File: src/rtl/line_buffer_3row.sv
// 3-row line buffer: turns a raster pixel stream into vertically aligned (r-2, r-1, r) columns.
// Optional top-border zero padding is enabled with `define LB_ZERO_PAD_EN.
module line_buffer_3row #(
    parameter int BIT_DEPTH  = 8,
    parameter int IMG_WIDTH  = 8,
    parameter int IMG_HEIGHT = 8,
    parameter int COL_W      = $clog2(IMG_WIDTH),
    parameter int ROW_W      = $clog2(IMG_HEIGHT)
) (
    input  logic                 clk,
    input  logic                 rst,
    input  logic [BIT_DEPTH-1:0] pix_in,
    input  logic                 in_valid,
    output logic                 in_ready,
    output logic [BIT_DEPTH-1:0] out1,
    output logic [BIT_DEPTH-1:0] out2,
    output logic [BIT_DEPTH-1:0] out3,
    output logic [COL_W-1:0]     out_col,
    output logic                 out_last_col,
    output logic                 out_last,
    output logic                 out_valid,
    input  logic                 out_ready,
    output logic                 state_dbg
);

    // Handshake: a pixel moves on in_valid && in_ready, a column on out_valid && out_ready,
    // both at the rising edge; a stalled output holds every out* field stable.

    typedef enum logic {
        FILL   = 1'b0,
        STREAM = 1'b1
    } state_t;

    localparam logic [COL_W-1:0] COL_MAX = COL_W'(IMG_WIDTH - 1);
    localparam logic [ROW_W-1:0] ROW_MAX = COL_W > 0 ? ROW_W'(IMG_HEIGHT - 1) : '0;
    localparam logic [ROW_W-1:0] ROW_ONE = ROW_W'(1);

    state_t               state_q, state_d;
    logic [COL_W-1:0]     col_q;
    logic [ROW_W-1:0]     row_q;
    logic [BIT_DEPTH-1:0] row_a [IMG_WIDTH];
    logic [BIT_DEPTH-1:0] row_b [IMG_WIDTH];
    logic [BIT_DEPTH-1:0] rd_a, rd_b;
    logic [BIT_DEPTH-1:0] col_top, col_mid;
    logic                 accept, emit, out_free, col_last, row_last;

    assign col_last  = (col_q == COL_MAX);
    assign row_last  = (row_q == ROW_MAX);
    assign out_free  = !out_valid || out_ready;
    assign rd_a      = row_a[col_q];
    assign rd_b      = row_b[col_q];
    assign state_dbg = state_q;

`ifdef LB_ZERO_PAD_EN
    // Rows above the image top read as zero instead of stale memory contents.
    assign col_top = (row_q < ROW_W'(2)) ? '0 : rd_a;
    assign col_mid = (row_q == '0) ? '0 : rd_b;
`else
    assign col_top = rd_a;
    assign col_mid = rd_b;
`endif

    always_comb begin
        state_d  = state_q;
        in_ready = 1'b1;
        emit     = 1'b0;
`ifdef LB_ZERO_PAD_EN
        in_ready = out_free;
        accept   = in_valid && in_ready;
        emit     = accept;
`else
        in_ready = (state_q == FILL) ? 1'b1 : out_free;
        accept   = in_valid && in_ready;
        emit     = accept && (state_q == STREAM);
`endif
        if (accept && col_last) begin
            if (row_last) begin
                state_d = FILL;
            end else if (row_q == ROW_ONE) begin
                state_d = STREAM;
            end
        end
    end

    always_ff @(posedge clk) begin
        if (rst) begin
            state_q <= FILL;
            col_q   <= '0;
            row_q   <= '0;
        end else begin
            state_q <= state_d;
            if (accept) begin
                if (col_last) begin
                    col_q <= '0;
                    row_q <= row_last ? '0 : row_q + ROW_W'(1);
                end else begin
                    col_q <= col_q + COL_W'(1);
                end
            end
        end
    end

    // Row memories carry no reset; stale contents are never emitted unmasked.
    always_ff @(posedge clk) begin
        if (accept) begin
            row_a[col_q] <= rd_b;
            row_b[col_q] <= pix_in;
        end
    end

    always_ff @(posedge clk) begin
        if (rst) begin
            out1         <= '0;
            out2         <= '0;
            out3         <= '0;
            out_col      <= '0;
            out_last_col <= 1'b0;
            out_last     <= 1'b0;
            out_valid    <= 1'b0;
        end else if (emit) begin
            out1         <= col_top;
            out2         <= col_mid;
            out3         <= pix_in;
            out_col      <= col_q;
            out_last_col <= col_last;
            out_last     <= col_last && row_last;
            out_valid    <= 1'b1;
        end else if (out_valid && out_ready) begin
            out_valid    <= 1'b0;
        end
    end

endmodule

File: config.mk
export PLATFORM = sky130hd
export DESIGN_NAME = line_buffer_3row
export DESIGN_NICKNAME = d
export VERILOG_FILES = /design/src/rtl/line_buffer_3row.sv
export SDC_FILE = /design/constraint.sdc
export NUM_CORES = 1
export LEC_CHECK = 0
export ABC_CLOCK_PERIOD_IN_PS = 2300
export CORE_ASPECT_RATIO = 0.75
export CORE_MARGIN = 3
export CORE_UTILIZATION = 55
export CTS_BUF_LIST = sky130_fd_sc_hd__clkbuf_2
export DETAILED_ROUTE_END_ITERATION = 7
export PLACE_DENSITY = 0.78
export RECOVER_POWER = 50
export SLEW_MARGIN = 20
export SYNTH_ARGS = -nofsm -noshare
export SYNTH_HDL_FRONTEND = slang
export SYNTH_SLANG_ARGS = --single-unit
File: constraint.sdc
create_clock -name clk -period 2.3 [get_ports clk]
set_input_delay 0.345 -clock clk [delete_from_list [all_inputs] [get_ports clk]]
set_output_delay 0.345 -clock clk [all_outputs]
set_load 0.02 [all_outputs]
==> flow_metrics.py <==
metrics = {
    "clock_tree": {
        "cts_root_buf": "clkbuf_2",
        "clockBufferDepth": 2,
        "cts.clk_slew.worst_paths_ns": 0.24,
        "cts-hold-fix-buffers": 0,
        "clk_latency_ns": 0.73,
        "cts_tree": "yes",
        "h-tree-depth": 4,
        "clock-sinks": 168,
        "numCtsBuffers": 17,
        "post_cts_buffers": 0,
    },
    "worst_setup_path": {
        "critPathSlowestCell": "clkdlybuf4s50_1",
        "crit_buf_inv": 1,
        "crit_chain": "clkdlybuf4s50_1",
        "crit_required_ns": 1.96,
        "critPathLaunchType": "flop",
        "crit_arrival_ns": 1.85,
        "crit_path_max_incr_delay_ns": 0.66,
        "path_max_fanout": 5,
        "critPathKind": "reg -> out",
        "crit_family": "buffers and inverters",
        "endpoint_kind": "primary output",
    },
    "route": {
        "wl_per_cell_um": 20.8,
        "vias": 3620,
        "drtPass1Iterations": 5,
        "drt-total-wl_mm": 12.8,
        "drcViolationCount": 0,
        "viasPerCell": 5.90,
        "drt_iter0_drc": 256,
        "ant_nets": 0,
    },
    "sta": {
        "finalSetupTns_ns": 0,
        "worst_pin_slew_ns": 0.988,
        "rsz0062_at_grt": "no",
        "slew_headroom_pct": 34.2,
        "setup_viol": 0,
        "fmax_mhz": 455,
        "post-route-period-util_pct": 95.6,
        "period_needed_ns": 2.20,
        "slew_viol_final": 0,
        "skew_ns": 0.0320,
        "hold_viol": 0,
    },
    "yosys": {
        "synthSimpleGateAreaFrac_pct": 7.43,
        "async_flop_share_pct": 0,
        "synth_compound_area_share_pct": 3.60,
        "ys_seq_area_share_pct": 73.4,
        "yosys.area.top_type": "edfxtp_1",
        "synth_top_family_by_area": "multiplexers",
        "synth-xor-area-share_pct": 0,
        "synth_area_per_cell_um2": 15.7,
        "synth_nets": 420,
        "synth_edf_count": 128,
        "ys_top_cells_by_area": "edfxtp_1, dfxtp_1, mux2i_1",
        "synth_warnings": 0,
        "syn_inst": 403,
        "synth_adder_area_share_pct": 0.988,
        "netlist_area_um2": 6330,
        "netlist.area_leader.share_pct": 60.7,
        "muxShareOfSynthArea_pct": 12.4,
        "synth_cell_types": 34,
        "synth_flop_cell": "edfxtp_1",
        "ys_ff_latch": 168,
    },
    "final_layout": {
        "finalNetCount": 478,
        "final_common_cell": "edfxtp_1",
        "area_growth_pct": 14.3,
        "n_antenna_cell": 0,
        "utilization_pct": 65.4,
        "mostFrequentLayoutCells": "edfxtp_1, dfxtp_1, clkdlybuf4s50_1",
        "final_layout_size_suffix_gt1_share_pct": 14.1,
        "fillers": 793,
    },
    "die": {
        "num_rows": 33,
        "initial_core_util_pct": 57.2,
        "die_area_um2": 12800,
        "die_w_um": 130,
        "core_um2": 11100,
        "io_pins": 44,
        "die_y_um": 98.9,
    },
    "min_path": {
        "hold_class": "in -> reg",
    },
    "run_status": {
        "status": "finished clean",
    },
    "global_routing": {
        "globalRoute.totalOverflow": 0,
        "grt_start_max_net_pins": 39,
        "antenna_found_initial": 0,
        "grt_pass1_wl_mm": 20.0,
        "grt_pass1_vias": 3576,
        "grt_usage_pct": 21.2,
    },
    "pwr": {
        "ir_drop_v": 0.000634,
        "power_density_nw_per_um2": 730,
        "power_w": 0.00528,
        "p_leak_nw": 2.35,
    },
    "placement": {
        "gp_congestion": 0.765,
        "portBuffers": 43,
        "dpl.hpwl_mm": 8.52,
    },
    "run": {
        "max-cap-violations": 0,
    },
}
-- final timing paths --
path	slack [ns]	startpoint	endpoint	cells past startpoint
worst max-delay path	0.10	state_dbg$_SDFFE_PP0P_	state_dbg	1
worst min-delay path	0.32	out_ready	out_valid$_SDFFE_PP0P_	3
worst max register to register	0.25	col_q[1]$_SDFFE_PP0P_	row_a[3][1]$_DFFE_PP_	3
worst min register to register	0.47	out_last$_SDFFE_PP0P_	out_last$_SDFFE_PP0P_	2
-- state kept, by name (all words and copies together), names as in the netlist, named ones only --
signal	cells
row_a	64
state_dbg	1
col_q	3
out_col	3
row_b	64
out_last_col	1
row_q	3
out2	8
out3	8
out1	8
out_valid	1
out_last	1
-- cell usage after synthesis, types with 2 or more instances --
cell type    n
edfxtp_1   128
dfxtp_1     40
mux2i_1     32
nand2_1     32
nor2_1      30
nor3_1      26
a21oi_1     19
o22ai_1     15
mux4_2      14
clkbuf_1    13
buf_2        8
nand3_1      7
mux2_2       6
ha_1         5
nand2b_1     3
or3_1        3
inv_1        2
mux2_4       2
mux4_1       2
o21ai_1      2
-- area by class of cell --
cell class / instances / area (um^2) / area share [%]
flip-flops and latches: 168 / 4650 / 64.2
multi-input cells: 207 / 1550 / 21.5
repair buffers: 64 / 603 / 8.33
well taps: 140 / 175 / 2.42
clock inverters: 13 / 151 / 2.09
clock buffers: 19 / 95.1 / 1.31
inverters: 3 / 11.3 / 0.156
-- layer usage --
metal  up-vias  wire, um  track usage [%]
met4         0       229             6.79
met1      1843      5630             29.4
li1       1649         -                -
met5         -         0                0
met3        22       659             5.53
met2       106      6260             33.3
-- power by group --
group          leakage, nW  internal, W  switching (W)
logic                0.716     0.000123       0.000190
clock network        0.152     0.000608       0.000981
registers             1.49      0.00335      0.0000298
-- cell families (layout without fill, tap and decap cells) --
logic type                 after synthesis  in the layout
DFF                                    168            168
and+or+nand+nor                        106            106
muxes                                   56             56
AOI/OAI and AO/OA                       40             40
buffers and inverters                   28             99
adders and majority gates                5              5
-- what timing repair did --
action                     in CTS  in global routing
gates resized for setup         1                  0
setup endpoints to repair       1                  0
hold endpoints to repair        0                  0
-- per-stage QoR --
step | instances | area (um^2) | worst slack, ns | hold WS [ns]
global route | 614 | 7240 | 0.0307 | 0.313
CTS | 614 | 7310 | 0.0928 | 0.307
floorplan | 403 | 6330 | -0.221 | 0.444
global placement | 582 | 7060 | 0.238 | 0.441
finish | 614 | 7240 | 0.100 | 0.319
detailed placement | 582 | 7060 | 0.136 | 0.444
Power figures use the tool's default switching activity.
